**config.mk**
```make
export PLATFORM = sky130hd
export DESIGN_NAME = jzjpcc_operand_stage
export DESIGN_NICKNAME = d
export VERILOG_FILES = /design/src/rtl/jzjpcc_operand_stage.sv
export SDC_FILE = /design/constraint.sdc
export NUM_CORES = 1
export LEC_CHECK = 0
export CAP_MARGIN = 20
export CORE_AREA = 2 2 125 127
export DETAILED_ROUTE_END_ITERATION = 8
export DIE_AREA = 0 0 127 129
export MAX_ROUTING_LAYER = met4
export PLACE_DENSITY = 0.69
export SYNTH_ARGS = -nofsm -noshare
export SYNTH_HDL_FRONTEND = slang
export SYNTH_SLANG_ARGS = --single-unit
```
**constraint.sdc**
```tcl
create_clock -name clock -period 2.3 [get_ports clock]
set_clock_uncertainty 0.05 [all_clocks]
set_input_delay 0.23 -clock clock [delete_from_list [all_inputs] [get_ports clock]]
set_output_delay 0.23 -clock clock [all_outputs]
set_load 0.01 [all_outputs]
```
**src/rtl/jzjpcc_operand_stage.sv**
```systemverilog
// rtl/jzjpcc_operand_stage.sv - execute-stage operand mux with forwarding, hazard stall and registered output slot
// Optional feature: define JZJPCC_OPERAND_FORWARDING_EN to enable forwarding and the hazard stall.
module jzjpcc_operand_stage #(
    parameter int PC_MAX_B = 31,
    parameter int NUM_FWD  = 2
) (
    input  logic                   clock,
    input  logic                   reset,
    input  logic                   flush,
    input  logic                   inValid,
    output logic                   inReady,
    input  logic [1:0]             aluMuxMode,
    input  logic [4:0]             rs1Addr,
    input  logic [4:0]             rs2Addr,
    input  logic [31:0]            rs1,
    input  logic [31:0]            rs2,
    input  logic [31:0]            immediate,
    input  logic [PC_MAX_B:2]      currentPC,
    input  logic [NUM_FWD-1:0]     fwdValid,
    input  logic [5*NUM_FWD-1:0]   fwdRdAddr,
    input  logic [NUM_FWD-1:0]     fwdDataReady,
    input  logic [32*NUM_FWD-1:0]  fwdData,
    output logic                   outValid,
    input  logic                   outReady,
    output logic [31:0]            aluOperandA,
    output logic [31:0]            aluOperandB,
    output logic [31:0]            storeData
);

    logic [31:0] pc_ext;
    logic [31:0] rs1_val;
    logic [31:0] rs2_val;
    logic        rs1_haz;
    logic        rs2_haz;
    logic        hazard;
    logic        accept;
    logic [31:0] sel_a;
    logic [31:0] sel_b;

    logic        out_valid_q, out_valid_d;
    logic [31:0] op_a_q, op_a_d;
    logic [31:0] op_b_q, op_b_d;
    logic [31:0] store_q, store_d;

    assign pc_ext = 32'({currentPC, 2'b00});

`ifdef JZJPCC_OPERAND_FORWARDING_EN
    // Walk from the oldest source to the youngest so the lowest matching index wins.
    always_comb begin
        rs1_val = rs1;
        rs2_val = rs2;
        rs1_haz = 1'b0;
        rs2_haz = 1'b0;
        for (int i = NUM_FWD - 1; i >= 0; i--) begin
            if ((rs1Addr != 5'd0) && fwdValid[i] && (fwdRdAddr[5*i +: 5] == rs1Addr)) begin
                rs1_val = fwdData[32*i +: 32];
                rs1_haz = !fwdDataReady[i];
            end
            if ((rs2Addr != 5'd0) && fwdValid[i] && (fwdRdAddr[5*i +: 5] == rs2Addr)) begin
                rs2_val = fwdData[32*i +: 32];
                rs2_haz = !fwdDataReady[i];
            end
        end
    end
`else
    logic unused_fwd;
    assign unused_fwd = ^{fwdValid, fwdRdAddr, fwdDataReady, fwdData, rs1Addr, rs2Addr};

    always_comb begin
        rs1_val = rs1;
        rs2_val = rs2;
        rs1_haz = 1'b0;
        rs2_haz = 1'b0;
    end
`endif

    // Register operands only matter in modes 00/01; PC modes never stall.
    assign hazard = !aluMuxMode[1] && (rs1_haz || rs2_haz);

    always_comb begin
        sel_a = aluMuxMode[1] ? pc_ext : rs1_val;
        case (aluMuxMode)
            2'b00:   sel_b = rs2_val;
            2'b10:   sel_b = 32'd4;
            default: sel_b = immediate;
        endcase
    end

    assign inReady = !(inValid && hazard) && (!out_valid_q || outReady);
    assign accept  = inValid && inReady && !flush;

    always_comb begin
        out_valid_d = out_valid_q;
        op_a_d      = op_a_q;
        op_b_d      = op_b_q;
        store_d     = store_q;
        if (flush) begin
            out_valid_d = 1'b0;
        end else if (accept) begin
            out_valid_d = 1'b1;
            op_a_d      = sel_a;
            op_b_d      = sel_b;
            store_d     = rs2_val;
        end else if (out_valid_q && outReady) begin
            out_valid_d = 1'b0;
        end
    end

    always_ff @(posedge clock) begin
        if (reset) begin
            out_valid_q <= 1'b0;
            op_a_q      <= 32'd0;
            op_b_q      <= 32'd0;
            store_q     <= 32'd0;
        end else begin
            out_valid_q <= out_valid_d;
            op_a_q      <= op_a_d;
            op_b_q      <= op_b_d;
            store_q     <= store_d;
        end
    end

    assign outValid    = out_valid_q;
    assign aluOperandA = op_a_q;
    assign aluOperandB = op_b_q;
    assign storeData   = store_q;

endmodule

```
Word-level counts from Yosys, hierarchy flattened
Cells that the tools add are included.
{"block": "classes", "n_eq_ne": 1, "n_mux": 4, "bitwise_logic": 1, "reduce_logical": 10}
{"operator": "32-bit case mux with 2 select lines", "n": 1}
{"operator": "32-bit two-way mux", "n": 1}
{"operator": "1-bit logical AND", "n": 3}
{"operator": "2-bit equality test, second input constant", "n": 1}
{"operator": "1-bit zero test", "n": 2}
{"operator": "2-bit zero test", "n": 1}
{"operator": "1-bit two-way mux", "n": 2}
{"operator": "2-bit AND reduction", "n": 1}
{"operator": "2-bit nonzero test", "n": 1}
{"operator": "2-bit OR reduction", "n": 1}
{"operator": "1-bit logical OR", "n": 1}
{"operator": "1-bit NOT", "n": 1}
{"block": "word_totals", "reg_bits": 97, "input_bits": 221, "output_inout_bits": 98}

Longest topological paths before layout
{"block": "depth", "word_depth": 5, "mapped_depth": 7, "depth_no_buf": 4}

Worst setup path after synthesis
Ideal clock, no wire load.
{"block": "synth_timing", "path_kind": "register to register", "start": "reg out_valid_q (netlist: outValid)", "end": "reg store_q[22] (netlist: storeData[22])", "setup_time_ns": 0.132, "arrival_ns": 1.156, "required_time_ns": 2.118, "path_slack_ns": 0.962, "path_stages_with_launch": 8, "synth_period_minus_slack_ns": 1.338, "cell_sequence": "dfxtp_1 -> nor2b_4 -> buf_6 -> inv_2 -> buf_4 -> buf_2 -> nand3_1 -> a21oi_1"}
{"block": "synth_between", "elab_chain_len": 5}
{"item": "start: declaration", "line": "40", "source": "logic out_valid_q, out_valid_d;"}
{"item": "start signal: assignment", "line": "116", "source": "out_valid_q <= out_valid_d;"}
{"item": "1-bit zero test", "line": "89", "source": "assign inReady = !(inValid && hazard) && (!out_valid_q || outReady);"}
{"item": "1-bit logical OR", "line": "89"}
{"item": "net inReady", "line": "11", "source": "output logic inReady,"}
{"item": "1-bit logical AND (2 in a row)", "line": "90", "source": "assign accept = inValid && inReady && !flush;"}
{"item": "2-bit AND reduction (no source line)"}
{"item": "end signal: assignment", "line": "119", "source": "store_q <= store_d;"}
{"item": "end: declaration", "line": "43", "source": "logic [31:0] store_q, store_d;"}
The timed path passes the listed nets, and every way through them passes these cells.
A chain may end at the register's enable or synchronous reset.

Worst setup path after layout
{"block": "layout_timing", "start": "reg out_valid_q (netlist: outValid)", "end": "out inReady"}
{"block": "layout_between", "elab_chain_len": 2}
{"item": "1-bit zero test", "line": "89"}
{"item": "1-bit logical OR", "line": "89"}
{"item": "end: declaration", "line": "11"}
Every way passes these cells.

==> metrics.csv <==
stage,metric,value,unit
outcome,status,completed,
layout,synth-to-layout area growth,62.54,%
routing,DR vias/cell,5.271,
critical_path,reg-to-reg startpoint,outValid,
timing,Final period util,80.67,%
grt,initial antenna violation count,0,
floorplanning,# rows,45,
routing,vias,4602,
placed_design,dpl cells,858,
timing,Setup Viol. Count Final,0,
critical_path,Worst Path Required,2.02,ns
synth,Synth Warn #,0,
synth,syn_area_per_cell,8.869,sq um
synth,Cells after Synth,485,
floorplanning,Die Width,127,um
critical_path,Worst R2R Setup Slack,0.84,ns
timing,min setup slack post-route,0.4446,ns
timing,Final Critical Period,1.855,ns
routing,drt wl/cell,17.18,um
timing,Final Hold Viols,0,
clock_network,clock latency at the later pin of the worst-skew pair,0.34,ns
routing,Post-DRT Antenna Nets,0,
clock_network,count of hold-fix buffers inserted at cts,0,
timing,maximum clock rate,539.0,MHz
floorplanning,die height,129,um
timing,setup_tns,0,ns
grt,largest net degree at the start of global routing,58,
layout,Fill cells,1417,
placed_design,DP Area,6714,sq um
synth,XOR/XNOR share of the synthesized area,0,%
grt,GRT Overall Usage,18.34,%
synth,main combinational cell family by area after synthesis,compound AO/OA/AOI/OAI gates,
layout,sequential cell area,1942,sq um
synth,simple-gate portion of the synthesized area,11.08,%
critical_path,crit end category,output port,
critical_path,crit path from,outValid,
synth,Post-synth EDFFs,0,
layout,Ant. Diodes,0,
layout,Final Cell Area,6992,sq um
synth,Netlist cell types,21,
critical_path,CP Launch Type,register,
floorplanning,die area,16380,sq um
placed_design,Port-buffer cells,230,
placed_design,Final GP Congestion,0.7868,
clock_network,CTS Root Cell,clkbuf_16,
synth,Syn Nets,706,
synth,compound-gate portion of the synthesized area,29.49,%
floorplanning,Ports,319,
power,PwrDens,598.8,nW/um^2
grt,global-route wire length before repair,23.37,mm
grt,grt ovf,0,
grt,vias in the first global route,4654,
synth,Post-Synth Adder-Cell Area,0,%
timing,RSZ-0062 raised after global routing,no,
clock_network,post-CTS setup buffers,0,
power,Pleak,2.410,nW
critical_path,worst reg2reg path endpoint,aluOperandA[20],
routing,drt total wl,15.00,mm
synth,Async SR Flop Fraction,0,%
critical_path,Setup crit end,inReady,
layout,area occupied by multi-input gates,2056,sq um
clock_network,H-tree depth,3,
placed_design,pre-CTS WS,0.3812,ns
clock_network,CTS tree,built,
routing,drt pass-1 iters,4,
synth,number of synthesized register bits,97,
power,peak supply drop,423.3,uV
floorplanning,Initial Utilization,28.72,%
synth,Main synth FF type,dfxtp_1,
clock_network,Post-CTS Resized,0,
clock_network,clock transition at the registers of the reported paths,0.06,ns
layout,Non-Filler Instances,873,
synth,mapped cell area,4302,sq um
critical_path,Reg2Reg Depth,5,
layout,Final nets,902,
timing,Max Slew Vio Count,0,
synth,register area share after synthesis,45.14,%
clock_network,Sink Count,97,
min_path,HP Start,reset,
job,Max-cap violations,0,
routing,initial DRC count,249,
clock_network,CTS Buf Count,9,
critical_path,WS Path Type,reg2out,
critical_path,maximum fanout along the worst path,8,
floorplanning,Core Footprint,14980,sq um
critical_path,Worst Path Arrival,1.58,ns
timing,worst slew pin tran,0.6219,ns
routing,drc violations,0,
layout,layout cells sized above 1,5.255,%
clock_network,Longest Clk Path Bufs,2,
synth,mux contribution to synthesized area,6.981,%
placed_design,DP HPWL,10.44,mm
min_path,Worst Hold Class,in2reg,
timing,Worst slew margin,58.54,%
## per-layer routing
metal / vias up / share of wire [%] / track usage (%)
met1: 2192 / 43 / 21.99
met5: - / 0 / -
met4: 0 / 1.6 / 7.175
li1: 2191 / - / -
met2: 201 / 48 / 30.20
met3: 18 / 7.1 / 3.992
## synthesized netlist by cell type (2+ instances only)
| master | instances | area, sq um |
|---|---|---|
| a21oi_1 | 127 | 635.6 |
| dfxtp_1 | 97 | 1942 |
| a211oi_1 | 61 | 457.9 |
| o21ai_0 | 35 | 175.2 |
| nand3_1 | 32 | 160.2 |
| nor3b_1 | 31 | 232.7 |
| mux2i_1 | 30 | 300.3 |
| buf_2 | 29 | 145.1 |
| clkbuf_1 | 21 | 78.83 |
| buf_6 | 6 | 67.56 |
| buf_1 | 3 | 11.26 |
| nand4b_1 | 2 | 17.52 |
| nor2_1 | 2 | 7.510 |
| nor3_1 | 2 | 10.01 |
## state kept, by name, summed over array words and instances (netlist names)
| name | count |
|---|---|
| storeData | 32 |
| outValid | 1 |
| aluOperandA | 32 |
| aluOperandB | 32 |
## worst min path at each step
stage,to,cells after the start
final,aluOperandA[0],2
after global routing,storeData[28],2
after CTS,aluOperandA[1],2
after detailed placement,storeData[0],2
after global placement,storeData[4],2
after floorplan,outValid,1
## metrics by stage
step	utilization [%]	hold slack [ns]	power, W
after CTS	46.68	0.1859	0.004242
after global routing	46.68	0.2240	0.004374
after floorplan	-	0.2593	0.002244
after global placement	44.83	0.4114	0.002759
after detailed placement	44.83	0.4155	0.002775
final	46.68	0.2036	0.004187
## placed cells by master (no fill, tap or decap), types with 3 or more instances in the layout
cell type / count
nor3b_1: 31
nand3_1: 32
dfxtp_1: 97
clkdlybuf4s50_1: 227
a211oi_1: 61
buf_12: 6
o21ai_0: 35
a21oi_1: 127
clkbuf_16: 9
buf_4: 10
clkinv_2: 3
mux2i_1: 30
## power by group
part | switching (W) | internal, W | leakage, nW
clock | 0.000616 | 0.000832 | 0.139
sequential | 0.0000534 | 0.00178 | 0.797
combinational | 0.000383 | 0.000519 | 1.47
total | 0.00105 | 0.00313 | 2.41
## kinds of logic after synthesis
logic type      Yosys count
compound gates          223
buf+inv                  61
flops                    97
mux                      30
simple gates             74
## worst max-delay path, stage by stage (launching register included)
cell,delay (ns)
dfxtp_1,0.34
nor2b_4,0.29
inv_2,0.10
clkdlybuf4s50_1,0.51
## area by class of cell
cell class	instances	share of cell area, %
multi-input combinational	327	29.40
inverter	1	0.05369
clock buffer	11	3.329
tap	188	3.364
clock inverter	4	0.6442
sequential	97	27.77
timing repair buffer	245	35.43
Power figures use the tool's default switching activity.
